==> src/rtl/sd_seq_pkg.sv <==
// sd_seq_pkg: shared encodings and frame formatting
// for the SD single-block transfer sequencer.
package sd_seq_pkg;

    typedef enum logic [2:0] {
        ST_IDLE      = 3'd0,
        ST_CMD       = 3'd1,
        ST_DATA      = 3'd2,
        ST_WAIT_DONE = 3'd3,
        ST_DONE      = 3'd4,
        ST_ERROR     = 3'd5
    } state_t;

    localparam logic [2:0] FLAG_CMD_ACK   = 3'b100;
    localparam logic [2:0] FLAG_DATA_DONE = 3'b101;
    localparam logic [2:0] FLAG_XFER_DONE = 3'b110;
    localparam logic [2:0] FLAG_CARD_ERR  = 3'b111;

    localparam logic [5:0] CMD17 = 6'd17;
    localparam logic [5:0] CMD24 = 6'd24;

    localparam logic [47:0] IDLE_FRAME  = 48'hFFFF_FFFF_FFFF;
    localparam logic [7:0]  DATA_TOKEN  = 8'hFE;
    localparam logic [7:0]  CMD_TRAILER = 8'h01;

    // Command frame: start bits, index, address, trailer
    function automatic logic [47:0] cmd_frame(
        input logic        i_op,
        input logic [31:0] i_addr
    );
        logic [5:0] v_idx;
        v_idx = i_op ? CMD24 : CMD17;
        return {2'b01, v_idx, i_addr, CMD_TRAILER};
    endfunction

    // Data frame: start token, payload word, pad byte
    function automatic logic [47:0] data_frame(
        input logic [31:0] i_wdata
    );
        return {DATA_TOKEN, i_wdata, 8'h00};
    endfunction

endpackage

==> src/rtl/sd_block_sequencer.sv <==
// sd_block_sequencer: single-block CMD17/CMD24 sequencer.
// Optional wait-state timeout enabled by macro SD_SEQ_TIMEOUT_EN.
module sd_block_sequencer
    import sd_seq_pkg::*;
#(
    parameter logic [15:0] TIMEOUT_CYCLES = 16'hFFFF,
    parameter logic [8:0]  STATUS_ACTIVE  = 9'b110100111
) (
    input  logic        master_clk_i,
    input  logic        master_rst_i,
    input  logic        seq_start_i,
    input  logic        seq_op_i,
    input  logic [31:0] seq_block_addr_i,
    input  logic [31:0] seq_wdata_i,
    input  logic [2:0]  spi_flagreg_i,
    output logic [47:0] spi_data_o,
    output logic [8:0]  spi_statusreg_o,
    output logic        seq_busy_o,
    output logic        seq_done_o,
    output logic        seq_error_o
);

    state_t      r_state;
    state_t      w_next;
    logic        r_op;
    logic [31:0] r_addr;
    logic [31:0] r_wdata;
    logic        w_timeout;
    logic        w_abort;

`ifdef SD_SEQ_TIMEOUT_EN
    logic [15:0] r_cnt;

    assign w_timeout = (r_cnt == TIMEOUT_CYCLES - 16'd1);

    // Per-state wait counter, restarted on every state entry
    always_ff @(posedge master_clk_i) begin
        if (master_rst_i) begin
            r_cnt <= 16'd0;
        end else if (w_next != r_state) begin
            r_cnt <= 16'd0;
        end else if (r_state == ST_CMD || r_state == ST_DATA ||
                     r_state == ST_WAIT_DONE) begin
            r_cnt <= r_cnt + 16'd1;
        end
    end
`else
    // No counter: waiting states never expire
    assign w_timeout = 1'b0 && (TIMEOUT_CYCLES != 16'd0);
`endif

    assign w_abort = (spi_flagreg_i == FLAG_CARD_ERR) || w_timeout;

    // Next-state decode; card error and timeout win over progress flags
    always_comb begin
        w_next = r_state;
        unique case (r_state)
            ST_IDLE: begin
                if (seq_start_i) w_next = ST_CMD;
            end
            ST_CMD: begin
                if (w_abort)
                    w_next = ST_ERROR;
                else if (spi_flagreg_i == FLAG_CMD_ACK)
                    w_next = r_op ? ST_DATA : ST_WAIT_DONE;
            end
            ST_DATA: begin
                if (w_abort)
                    w_next = ST_ERROR;
                else if (spi_flagreg_i == FLAG_DATA_DONE)
                    w_next = ST_WAIT_DONE;
            end
            ST_WAIT_DONE: begin
                if (w_abort)
                    w_next = ST_ERROR;
                else if (spi_flagreg_i == FLAG_XFER_DONE)
                    w_next = ST_DONE;
            end
            ST_DONE:  w_next = ST_IDLE;
            ST_ERROR: w_next = ST_IDLE;
            default:  w_next = ST_IDLE;
        endcase
    end

    // State, request latch and Moore outputs registered on the same edge
    always_ff @(posedge master_clk_i) begin
        if (master_rst_i) begin
            r_state         <= ST_IDLE;
            r_op            <= 1'b0;
            r_addr          <= 32'd0;
            r_wdata         <= 32'd0;
            spi_data_o      <= IDLE_FRAME;
            spi_statusreg_o <= 9'd0;
            seq_busy_o      <= 1'b0;
            seq_done_o      <= 1'b0;
            seq_error_o     <= 1'b0;
        end else begin
            r_state <= w_next;
            if (r_state == ST_IDLE && seq_start_i) begin
                r_op    <= seq_op_i;
                r_addr  <= seq_block_addr_i;
                r_wdata <= seq_wdata_i;
            end
            seq_done_o  <= 1'b0;
            seq_error_o <= 1'b0;
            unique case (w_next)
                ST_CMD: begin
                    if (r_state == ST_IDLE)
                        spi_data_o <= cmd_frame(seq_op_i, seq_block_addr_i);
                    else
                        spi_data_o <= cmd_frame(r_op, r_addr);
                    spi_statusreg_o <= STATUS_ACTIVE;
                    seq_busy_o      <= 1'b1;
                end
                ST_DATA: begin
                    spi_data_o      <= data_frame(r_wdata);
                    spi_statusreg_o <= STATUS_ACTIVE;
                    seq_busy_o      <= 1'b1;
                end
                ST_WAIT_DONE: begin
                    spi_data_o      <= IDLE_FRAME;
                    spi_statusreg_o <= STATUS_ACTIVE;
                    seq_busy_o      <= 1'b1;
                end
                ST_DONE: begin
                    spi_data_o      <= IDLE_FRAME;
                    spi_statusreg_o <= 9'd0;
                    seq_busy_o      <= 1'b1;
                    seq_done_o      <= 1'b1;
                end
                ST_ERROR: begin
                    spi_data_o      <= IDLE_FRAME;
                    spi_statusreg_o <= 9'd0;
                    seq_busy_o      <= 1'b1;
                    seq_error_o     <= 1'b1;
                end
                default: begin
                    spi_data_o      <= IDLE_FRAME;
                    spi_statusreg_o <= 9'd0;
                    seq_busy_o      <= 1'b0;
                end
            endcase
        end
    end

endmodule

==> config.mk <==
export PLATFORM = sky130hd
export DESIGN_NAME = sd_block_sequencer
export DESIGN_NICKNAME = d
export VERILOG_FILES = /design/src/rtl/sd_seq_pkg.sv /design/src/rtl/sd_block_sequencer.sv
export SDC_FILE = /design/constraint.sdc
export NUM_CORES = 1
export LEC_CHECK = 0
export ABC_CLOCK_PERIOD_IN_PS = 4680
export CORE_ASPECT_RATIO = 1.25
export CORE_MARGIN = 2
export CORE_UTILIZATION = 43
export CTS_BUF_LIST = sky130_fd_sc_hd__clkbuf_16
export DETAILED_ROUTE_END_ITERATION = 12
export PLACE_DENSITY = 0.73
export SLEW_MARGIN = 20
export SYNTH_ARGS = -nofsm -noshare
export SYNTH_HDL_FRONTEND = slang
export SYNTH_SLANG_ARGS = --single-unit
==> constraint.sdc <==
create_clock -name master_clk_i -period 4.68 [get_ports master_clk_i]
set_input_delay 0.936 -clock master_clk_i [delete_from_list [all_inputs] [get_ports master_clk_i]]
set_output_delay 0.936 -clock master_clk_i [all_outputs]
set_load 0.01 [all_outputs]
==> Flow_metrics.wiki, run 1 <==
{| class="wikitable"
! Metric !! Value
|-
| Vias/cell || between 5 and 6
|-
| Number of synthesized register bits || approximately 110
|-
| ANT nets after route || 0
|-
| Clock latency of the later-clocked register in the worst-skew pair || between 0.3 and 0.4 ns
|-
| Number of CTS-inserted buffers || 9
|-
| Hold Crit Class || register to register
|-
| Total of endpoints with negative setup slack in the final report || 0
|-
| Count of routing violations after the opening detailed-route iteration || 186
|-
| Share of the synthesized area in compound gates (AO/OA/AOI/OAI) || 0.09309
|-
| Critical Setup Path Class || primary input to register
|-
| Minimum setup slack in the final design || approximately 1.8 ns
|-
| Number of input and output port buffers inserted || about 130
|-
| Slew HR || 0.3026
|-
| Final standard cell utilization of the core || 0.5667
|-
| Final TNS setup || 0 ns
|-
| Required time worst endpoint || 4.95 ns
|-
| Number of iterations in the first detailed-routing pass || 4
|-
| Count of different cell masters after synthesis || 37
|-
| Met3 layer usage reported by global route || 0.02639
|-
| Max Slew Vio Count || 0
|-
| Dpl cell area || a little under 6000 um2
|-
| Number of top-level pins || roughly 130
|-
| Setup crit start kind || primary input
|-
| Die Footprint || about 12,000 um2
|-
| Area delta synth->final || 29.62%
|-
| Overall overflow remaining after global route || 0
|-
| Share of the synthesized netlist area taken by xor and xnor gates || 0
|-
| CTS tree || built
|-
| Proportion of synthesized area in mux cells || 0.1481
|-
| Netlist area before placement || ~4800 um2
|-
| Peak clock frequency supported by timing || 345.4 MHz
|-
| Final antenna diode count || 0
|-
| Final HPWL from detailed placement || 7.335 mm
|-
| Fraction of the cycle the final worst path needs || 0.6186
|-
| Pwr Density || 379.1 nW/um2
|-
| Setup crit end kind || register
|-
| Share of final-layout standard cells stronger than drive strength 1 || 0.1486
|-
| Starting utilization of the core area || 0.4372
|-
| Area share of fa/ha/maj cells after synthesis || 0.002347
|-
| Skew final || approximately 0.0081 ns
|-
| Syn Area/Cell || 8.837 um2
|-
| Placed Cells || between 700 and 800
|-
| Wire length of the first global-routing pass || about 18 mm
|-
| Cell count after synthesis || 543
|-
| Total DRC errors in the routed layout || 0
|-
| Leakage || around 2.4 nW
|-
| Worst-path fanout max || 34
|-
| Core footprint || about 11,000 um2
|-
| RD Place Congestion || about 0.80
|-
| Number of buffers inserted by post-CTS setup repair || 0
|-
| Commonest non-fill, non-tap cells in the layout || 133 x sky130_fd_sc_hd__nand2_1, 124 x sky130_fd_sc_hd__clkdlybuf4s50_1, 109 x sky130_fd_sc_hd__dfxtp_1
|-
| Number of antenna violations at the first check in global routing || 0
|-
| Overall routing resource usage || 0.1873
|-
| Worst slack on hold paths || 0.4549 ns
|-
| M2 GR Usage || 0.3321
|-
| Dominant combinational cell family by area after synthesis || simple AND/OR/NAND/NOR gates
|-
| Overall via count from detail_route || around 4,000
|-
| Sum of internal, switching and leakage power || around 2.4 mW
|-
| Die boundary width || between 90 and 100 um
|-
| Most common cell after layout, fill and taps aside || sky130_fd_sc_hd__nand2_1
|-
| Minimum period implied by the final worst setup slack || a little under 3 ns
|-
| Total wirelength of the detailed-routed design || 11.50 mm
|-
| CTS H-Tree Depth || 3
|-
| Clock-pin slew reported for the worst setup and hold paths after clock tree synthesis || approximately 0.070 ns
|-
| Vias in the first global route || 3,828
|-
| Pin count of the biggest net entering global routing || 66
|-
| Data arrival time of the critical path || 3.16 ns
|-
| Number of hold buffers added after cts || 0
|-
| Finished Layout Cells || between 700 and 800
|-
| Gates resized, CTS repair || 0
|-
| Share of synthesized cell area in and, or, nand and nor gates || 0.2201
|-
| Slew at the pin with the worst max-slew slack || around 1.0 ns
|-
| Wire length per cell || 15.11 um
|-
| Post-place setup slack || 1.475 ns
|-
| Setup repair after global routing missed its margin || false
|-
| Busiest metal layer after global routing || met2
|-
| Net total in the final layout || 693
|-
| CTS sink count || about 110
|-
| Floorplan die height || 122.1 um
|-
| Sequential cell area fraction in the yosys report || 0.4548
|-
| Met1 demand-to-capacity share in global routing || 0.2259
|-
| Site Rows || 43
|-
| Finished Cell Area || slightly above 6000 um2
|-
| Outcome || finished clean
|-
| Max-cap check violation count || 0
|-
| Peak VDD IR || approximately 0.17 mV
|-
| Syn. warnings || 0
|-
| Final Hold Fails || 0
|-
| Clock buffer depth || 2
|-
| Root buf cell || sky130_fd_sc_hd__clkbuf_16
|}
==> cell usage after synthesis <==
cell type                   count  area [um2]
sky130_fd_sc_hd__buf_4         20       150.1
sky130_fd_sc_hd__mux2_2        32       360.4
sky130_fd_sc_hd__nor4_1        33       206.5
sky130_fd_sc_hd__dfxtp_1      109        2182
sky130_fd_sc_hd__and2_1         2       12.51
sky130_fd_sc_hd__a31o_1         1       8.760
sky130_fd_sc_hd__a31oi_4        1       21.27
sky130_fd_sc_hd__a21bo_2        1       10.01
sky130_fd_sc_hd__nand4b_1       1       8.760
sky130_fd_sc_hd__and3b_1        1       8.760
sky130_fd_sc_hd__nor3_2         1       10.01
sky130_fd_sc_hd__a21oi_1       66       330.3
sky130_fd_sc_hd__inv_1          2       7.510
sky130_fd_sc_hd__or3b_4         1       11.26
sky130_fd_sc_hd__nor2_2        30       187.7
sky130_fd_sc_hd__nand3_1        1       5.000
sky130_fd_sc_hd__maj3_2         1       11.26
sky130_fd_sc_hd__mux2i_1       35       350.3
sky130_fd_sc_hd__or2_1          1       6.260
sky130_fd_sc_hd__and3_1         1       6.260
sky130_fd_sc_hd__a211oi_2       1       12.51
sky130_fd_sc_hd__nor4b_2        1       15.01
sky130_fd_sc_hd__nor2_1         5       18.77
sky130_fd_sc_hd__o211ai_1       2       15.01
sky130_fd_sc_hd__a31oi_1        2       12.51
sky130_fd_sc_hd__nand4bb_1      3       33.78
sky130_fd_sc_hd__clkbuf_1      22       82.58
sky130_fd_sc_hd__nor3_1         2       10.01
sky130_fd_sc_hd__buf_1          1       3.750
sky130_fd_sc_hd__buf_2         19       95.09
sky130_fd_sc_hd__o21bai_1       1       7.510
sky130_fd_sc_hd__a311o_4        1       20.02
sky130_fd_sc_hd__nand2b_1       2       12.51
sky130_fd_sc_hd__conb_1         2       7.510
sky130_fd_sc_hd__a41oi_1        1       8.760
sky130_fd_sc_hd__buf_6          4       45.04
sky130_fd_sc_hd__nand2_1      134       503.0
==> cell type report <==
cell class                 instances  area, um2
inverter                           2      7.507
fill                            1021       4756
clock inverter                     6      80.08
timing repair buffer             131       1294
sequential                       109       2182
clock buffer                       9      225.2
tap                              135      168.9
multi-input combinational        369       2262
==> logic make-up (layout without fill, tap and decap cells) <==
kind of cell | Yosys count | after routing
other cells | 2 | 5
mux | 67 | 67
flops | 109 | 109
compound gates | 77 | 77
buf+inv | 68 | 148
simple gates | 219 | 219
fa+ha+maj | 1 | 1
==> worst max-delay path, cell delays in order <==
cell	delay, ns
sky130_fd_sc_hd__clkdlybuf4s50_1	0.53
sky130_fd_sc_hd__nand4bb_1	0.39
sky130_fd_sc_hd__a31oi_4	0.93
sky130_fd_sc_hd__nor3_1	0.19
sky130_fd_sc_hd__mux2i_1	0.18
==> worst paths after layout <==
path | depth (start not counted) | slack [ns] | startpoint | end
setup reg to reg | 4 | 2.34 | r_state[1] | spi_data_o[7]
hold / removal | 2 | 0.45 | r_addr[25] | r_addr[25]
hold reg to reg | 2 | 0.45 | r_addr[25] | r_addr[25]
setup / recovery | 5 | 1.78 | spi_flagreg_i[0] | spi_data_o[7]
==> power by group <==
group          internal, mW  leakage, nW  switching, mW  total (mW)
logic                 0.275         1.38          0.241       0.516
registers              1.01        0.897         0.0455        1.06
clock network         0.461        0.150          0.324       0.786
==> metal layers <==
layer / vias to the layer above / share of wire
met3: 15 / 0.044
met5: - / 0
li1: 1966 / -
met1: 1896 / 0.42
met2: 117 / 0.52
met4: 0 / 0.018
==> registers in the layout (all words and copies together) (netlist names) <==
| register | flops |
|---|---|
| spi_data_o | 37 |
| r_addr | 32 |
| r_wdata | 32 |
| r_state | 3 |
| r_op | 1 |
| seq_busy_o | 1 |
| seq_done_o | 1 |
| seq_error_o | 1 |
| spi_statusreg_o | 1 |
No activity file was read; power rests on OpenSTA's default activity.
==> inputs of run 2 (changes only) <==
--- a/config.mk
+++ b/config.mk
@@ -5,13 +5,13 @@
 export SDC_FILE = /design/constraint.sdc
 export NUM_CORES = 1
 export LEC_CHECK = 0
-export ABC_CLOCK_PERIOD_IN_PS = 4680
+export ABC_CLOCK_PERIOD_IN_PS = 2650
 export CORE_ASPECT_RATIO = 1.25
 export CORE_MARGIN = 2
 export CORE_UTILIZATION = 43
 export CTS_BUF_LIST = sky130_fd_sc_hd__clkbuf_16
 export DETAILED_ROUTE_END_ITERATION = 12
-export PLACE_DENSITY = 0.73
+export PLACE_DENSITY = 0.75
 export SLEW_MARGIN = 20
 export SYNTH_ARGS = -nofsm -noshare
 export SYNTH_HDL_FRONTEND = slang
==> constraint.sdc (replaced) <==
create_clock -name master_clk_i -period 2.65 [get_ports master_clk_i]
set_input_delay 0.53 -clock master_clk_i [delete_from_list [all_inputs] [get_ports master_clk_i]]
set_output_delay 0.53 -clock master_clk_i [all_outputs]
set_load 0.01 [all_outputs]
==> run 2 against run 1 <==
Worst hold slack is essentially flat. Via count grew 0.58%. Global-route usage grew 0.39 points. Sequential power grew 76%. Register-to-register slack lost 1.8 ns. Design area grew 1.7%. Cell count grew 1.1%. Critical path type unchanged. Largest cell class unchanged.
==> Flow_metrics.wiki, run 2 (same netlist as run 1, synthesis figures left out) <==
{| class="wikitable"
! Metric !! Value
|-
| Outcome || finished clean
|-
| Biggest register || spi_data_o
|-
| Core footprint || approximately 11,000 um2
|-
| Total wirelength of the detailed-routed design || 11.61 mm
|-
| Critical Setup Path Class || primary input to register
|-
| Internal cell power || 3.214 mW
|-
| Net Sw Power || around 1.1 mW
|-
| Wire length per cell || roughly 15 um
|-
| RD Place Congestion || a little under 0.8
|-
| Wire length of the first global-routing pass || between 15 and 20 mm
|-
| Delay-heaviest family, CP || compound AO/OA/AOI/OAI gates
|-
| Pin count of the biggest net entering global routing || 66
|-
| Max Slew Vio Count || 0
|-
| Gates resized, CTS repair || 0
|-
| Starting utilization of the core area || 0.4372
|-
| Clock-pin slew reported for the worst setup and hold paths after clock tree synthesis || 0.07 ns
|-
| Setup crit end kind || register
|-
| Root buf cell || sky130_fd_sc_hd__clkbuf_16
|-
| Overall routing resource usage || 0.1912
|-
| Peak VDD IR || ~0.36 mV
|-
| Number of buffers inserted by post-CTS setup repair || 0
|-
| Slew HR || 0.5368
|-
| Largest stage delay, worst path || a little over 0.7 ns
|-
| Slew at the pin with the worst max-slew slack || between 0.6 and 0.7 ns
|-
| CTS H-Tree Depth || 3
|-
| Skew final || ~0.0084 ns
|-
| Number of CTS-inserted buffers || 9
|-
| Data arrival time of the critical path || approximately 2.4 ns
|-
| Number of antenna violations at the first check in global routing || 0
|-
| Clock share of power || 0.354
|-
| Comb pwr share || 0.215
|-
| Fraction of the cycle the final worst path needs || 0.8285
|-
| Commonest non-fill, non-tap cells in the layout || 133 x sky130_fd_sc_hd__nand2_1, 124 x sky130_fd_sc_hd__clkdlybuf4s50_1, 109 x sky130_fd_sc_hd__dfxtp_1
|-
| ANT nets after route || 0
|-
| Clock buffer depth || 2
|-
| Leakage || 2.486 nW
|-
| Total DRC errors in the routed layout || 0
|-
| Total of endpoints with negative setup slack in the final report || 0
|-
| Count of routing violations after the opening detailed-route iteration || between 100 and 150
|-
| CTS tree || built
|-
| Floorplan die height || ~120 um
|-
| Most common cell after layout, fill and taps aside || sky130_fd_sc_hd__nand2_1
|-
| Number of hold buffers added after cts || 0
|-
| Required time worst endpoint || around 2.9 ns
|-
| Setup repair after global routing missed its margin || false
|-
| Vias/cell || approximately 5.2
|-
| Dpl cell area || ~6000 um2
|-
| Clock latency of the later-clocked register in the worst-skew pair || 0.34 ns
|-
| Die boundary width || a little under 100 um
|-
| Site Rows || 43
|-
| Critical path, cell by cell || clkdlybuf4s50_1 > nand4bb_1 > a311o_4 > inv_1 > mux2i_1
|-
| Max-cap check violation count || 0
|-
| Minimum period implied by the final worst setup slack || between 2 and 2.5 ns
|-
| Overall overflow remaining after global route || 0
|-
| Die Footprint || approximately 12,000 um2
|-
| Number of input and output port buffers inserted || ~130
|-
| Worst-path fanout max || 33
|-
| Vias in the first global route || 3,962
|-
| Share of final-layout standard cells stronger than drive strength 1 || 0.1609
|-
| Final TNS setup || 0 ns
|-
| Part of the total power dissipated in sequential elements || 0.431
|-
| Finished Cell Area || ~6300 um2
|-
| Registers with the most flip-flops || spi_data_o: 37 flops, r_addr: 32 flops, r_wdata: 32 flops
|-
| Number of iterations in the first detailed-routing pass || 4
|-
| Net Sw Frac || 0.2592
|-
| Setup crit start kind || primary input
|-
| Minimum setup slack in the final design || between 0.4 and 0.5 ns
|-
| Pwr Density || around 690 nW/um2
|-
| Final Hold Fails || 0
|-
| Max reg flops || 37
|-
| Post-place setup slack || roughly 0.09 ns
|-
| CTS sink count || approximately 110
|-
| Area delta synth->final || 31.79%
|-
| Final antenna diode count || 0
|-
| Crit path buffers/inverters || 2
|-
| Critical Path Slowest Stage Cell || sky130_fd_sc_hd__a311o_4
|-
| Peak clock frequency supported by timing || ~460 MHz
|-
| Overall via count from detail_route || 4,017
|-
| Net total in the final layout || 700
|-
| Final HPWL from detailed placement || ~8 mm
|-
| Number of top-level pins || 131
|-
| Hold Crit Class || register to register
|}
## run 2: cell types whose count changed in the layout (fill, tap and decap cells not counted), sizes merged
| cell | delta |
|---|---|
| clkinv | -1 |
| bufinv | +1 |
| inv | +1 |
| buf | +7 |
## run 2: per-layer routing
layer  up-vias  part of all wire  wire length (um)  track usage
met3        22             0.052               602      0.04073
met5         -                 0                 0            0
met1      1882              0.41              4754       0.2228
met4         0             0.024               282      0.07877
met2       124              0.51              5974       0.3401
li1       1989                 -                 -            -
## run 2: worst min-delay path, delay by kind of cell (launching register included)
family	cells	cell delay, ns
AOI/OAI and AO/OA	1	0.05
DFF	1	0.31
and+or+nand+nor	1	0.05
## run 2: power by group through the flow
stage / sequential (mW) / clock [mW] / combinational, mW
after floorplan: 1.92 / 0 / 0.535
after global placement: 1.90 / 0 / 0.918
after detailed placement: 1.91 / 0 / 0.936
after CTS: 1.87 / 1.56 / 0.940
after global routing: 1.89 / 1.60 / 1.01
final: 1.87 / 1.54 / 0.933
## run 2: worst paths after layout
kind | cells after the start | slack [ns] | start | to
min reg2reg | 2 | 0.45 | r_addr[12] | r_addr[12]
max reg2reg | 4 | 0.49 | r_state[1] | spi_data_o[7]
max | 5 | 0.45 | spi_flagreg_i[0] | spi_data_o[7]
min | 2 | 0.45 | r_addr[12] | r_addr[12]
## run 2: final cells by class
cell class	instances	area [um2]
inverters	2	7.507
well taps	135	168.9
clock buffers	9	225.2
fillers	1020	4652
repair buffers	138	1359
flip-flops and latches	109	2182
clock inverters	7	120.1
multi-input cells	369	2261
## run 2: metrics by stage
stage | total power, mW | std cells | hold WS, ns | utilization
after CTS | 4.368 | 769 | 0.4570 | 0.5762
after global routing | 4.497 | 769 | 0.4781 | 0.5762
after global placement | 2.821 | 753 | 0.4393 | 0.5447
after floorplan | 2.452 | 546 | 0.4338 | -
final | 4.339 | 769 | 0.4548 | 0.5762
after detailed placement | 2.843 | 753 | 0.4469 | 0.5447
==> inputs of run 3 (changes only) <==
--- a/config.mk
+++ b/config.mk
@@ -5,7 +5,7 @@
 export SDC_FILE = /design/constraint.sdc
 export NUM_CORES = 1
 export LEC_CHECK = 0
-export ABC_CLOCK_PERIOD_IN_PS = 2650
+export ABC_CLOCK_PERIOD_IN_PS = 1800
 export CORE_ASPECT_RATIO = 1.25
 export CORE_MARGIN = 2
 export CORE_UTILIZATION = 43
==> constraint.sdc (replaced) <==
create_clock -name master_clk_i -period 1.8 [get_ports master_clk_i]
set_input_delay 0.36 -clock master_clk_i [delete_from_list [all_inputs] [get_ports master_clk_i]]
set_output_delay 0.36 -clock master_clk_i [all_outputs]
set_load 0.01 [all_outputs]
==> run 3 against run 2 <==
Via count is 3.4% higher. Total power is 46% higher. Cell count is 2.9% higher. Global-route usage is 0.55 points higher. Clock power is 27% higher. Die area stayed put. Sequential cell count stayed put. Combinational power is 75% higher. Clock skew is 0.0020 ns lower. Critical endpoint is now spi_data_o[43].
==> Flow_metrics.wiki, run 3 (same netlist as run 1, synthesis figures left out) <==
{| class="wikitable"
! Metric !! Value
|-
| Net total in the final layout || 722
|-
| Clock buffer depth || 2
|-
| Sum of internal, switching and leakage power || around 6.3 mW
|-
| Required time worst endpoint || around 2.0 ns
|-
| Setup crit start kind || register
|-
| Worst-path fanout max || 8
|-
| Share of final-layout standard cells stronger than drive strength 1 || 0.2180
|-
| Fill cell instance count of the final layout || between 900 and 1,000
|-
| Clock latency of the later-clocked register in the worst-skew pair || between 0.3 and 0.4 ns
|-
| Internal cell power || 4.617 mW
|-
| Die Footprint || roughly 12,000 um2
|-
| Placed Cells || ~770
|-
| Total of endpoints with negative setup slack in the final report || 0
|-
| Number of antenna violations at the first check in global routing || 0
|-
| Max Slew Vio Count || 0
|-
| Net Sw Power || approximately 1.7 mW
|-
| Overall routing resource usage || 0.1967
|-
| Critical Setup Path Class || register to register
|-
| Number of hold buffers added after cts || 0
|-
| Core footprint || around 11,000 um2
|-
| Data arrival time of the critical path || just under 2 ns
|-
| RD Place Congestion || 0.7555
|-
| Biggest register || spi_data_o
|-
| Number of top-level pins || about 130
|-
| Most common cell after layout, fill and taps aside || sky130_fd_sc_hd__nand2_1
|-
| Area delta synth->final || 42.09%
|-
| Leakage || 2.696 nW
|-
| Site Rows || between 40 and 50
|-
| Vias/cell || between 5 and 6
|-
| Number of CTS-inserted buffers || 9
|-
| Peak VDD IR || 0.4365 mV
|-
| Number of cells on the worst reg-to-reg path || 6
|-
| Outcome || finished clean
|-
| Wire length per cell || around 16 um
|-
| Wire length of the first global-routing pass || 19.09 mm
|-
| Final Hold Fails || 0
|-
| CTS tree || built
|-
| Registers with the most flip-flops || spi_data_o: 37 flops, r_addr: 32 flops, r_wdata: 32 flops
|-
| Max reg flops || 37
|-
| CTS H-Tree Depth || 3
|-
| Worst slack on hold paths || 0.4489 ns
|-
| Setup crit end kind || register
|-
| ANT nets after route || 0
|-
| Pin count of the biggest net entering global routing || 66
|-
| Count of routing violations after the opening detailed-route iteration || 172
|-
| Skew final || 0.006404 ns
|-
| Max-cap check violation count || 0
|-
| Dpl cell area || roughly 6200 um2
|-
| Finished Cell Area || 6818 um2
|-
| Net Sw Frac || 0.2705
|-
| Final standard cell utilization of the core || 0.6212
|-
| Starting utilization of the core area || 0.4372
|-
| Clock-pin slew reported for the worst setup and hold paths after clock tree synthesis || 0.07 ns
|-
| Pwr Density || roughly 930 nW/um2
|-
| CTS sink count || around 110
|-
| Hold Crit Depth || 3
|-
| Finished Layout Cells || between 700 and 800
|-
| Total DRC errors in the routed layout || 0
|-
| Vias in the first global route || 4,089
|-
| Root buf cell || sky130_fd_sc_hd__clkbuf_16
|-
| Number of iterations in the first detailed-routing pass || 4
|-
| Commonest non-fill, non-tap cells in the layout || 133 x sky130_fd_sc_hd__nand2_1, 121 x sky130_fd_sc_hd__clkdlybuf4s50_1, 108 x sky130_fd_sc_hd__dfxtp_1
|-
| Minimum period implied by the final worst setup slack || between 1.5 and 2 ns
|-
| Floorplan die height || around 120 um
|-
| Die boundary width || 98.49 um
|-
| Clock share of power || 0.308
|-
| Final antenna diode count || 0
|-
| Part of the total power dissipated in sequential elements || 0.435
|-
| Total wirelength of the detailed-routed design || 12.37 mm
|-
| Hold Crit Class || primary input to register
|-
| Comb pwr share || 0.258
|-
| Final HPWL from detailed placement || slightly above 8 mm
|-
| Peak clock frequency supported by timing || roughly 570 MHz
|-
| Overall overflow remaining after global route || 0
|-
| Number of input and output port buffers inserted || roughly 130
|-
| Fraction of the cycle the final worst path needs || 0.9791
|-
| Overall via count from detail_route || approximately 4,200
|}
[run 3: cell types whose count changed in the layout (fill, tap and decap cells not counted), moves of 2 or more]
cell,before,now
sky130_fd_sc_hd__nor4_1,33,15
sky130_fd_sc_hd__nor4_2,0,18
sky130_fd_sc_hd__buf_12,1,14
sky130_fd_sc_hd__buf_6,0,4
sky130_fd_sc_hd__clkbuf_16,9,12
sky130_fd_sc_hd__clkdlybuf4s50_1,124,121
sky130_fd_sc_hd__buf_4,13,15
sky130_fd_sc_hd__bufinv_16,3,1
sky130_fd_sc_hd__dlymetal6s2s_1,0,2
[run 3: worst max-delay path, stage by stage, from the launching register on]
cell and delay, ns:
sky130_fd_sc_hd__dfxtp_4 0.39, sky130_fd_sc_hd__buf_4 0.17, sky130_fd_sc_hd__nor4b_4 0.32, sky130_fd_sc_hd__a41oi_2 0.08
sky130_fd_sc_hd__a31o_4 0.33, sky130_fd_sc_hd__buf_4 0.15, sky130_fd_sc_hd__nand4b_1 0.16
[run 3: worst paths after layout]
check	start	to	slack, ns
worst max-delay path	r_state[0]	spi_data_o[43]	0.04
worst min register to register	r_addr[29]	r_addr[29]	0.45
worst min-delay path	master_rst_i	r_state[1]	0.45
worst max register to register	r_state[0]	spi_data_o[43]	0.04
[run 3: what timing repair did]
item                                    CTS  global route
endpoints found under the setup margin   32            37
pin swaps                                 0             1
buffers inserted                          0             3
cloned                                    0             3
resized for setup                         4            27
[run 3: metrics by stage]
step,TNS [ns],setup slack [ns]
floorplan,0,0.03734
global placement,-16.68,-0.3945
detailed placement,-18.56,-0.4073
CTS,0,0.001190
global route,-0.05430,-0.04427
finish,0,0.03765
[run 3: final cells by class]
cell class	instances	area (um2)	area share
Multi-Input combinational cell	369	2406	0.3529
Tap cell	135	168.9	0.02478
Inverter	2	7.507	0.001101
Timing Repair Buffer	160	1758	0.2578
Sequential cell	109	2186	0.3206
Clock inverter	7	66.31	0.009727
Clock buffer	9	225.2	0.03303
[run 3: power by group through the flow]
stage	Sequential (mW)	Combinational (mW)	Clock (mW)
final	2.75	1.63	1.95
after global routing	2.77	1.74	2.08
after CTS	2.75	1.49	1.98
after detailed placement	2.80	1.48	0
after global placement	2.79	1.45	0
after floorplan	2.82	0.788	0
[run 3: layer usage]
layer	track usage	part of all wire	vias to the layer above
met5	0	0	-
met4	0.08904	0.028	0
met3	0.02983	0.045	25
met2	0.3588	0.52	122
met1	0.2258	0.41	1977
li1	-	-	2029
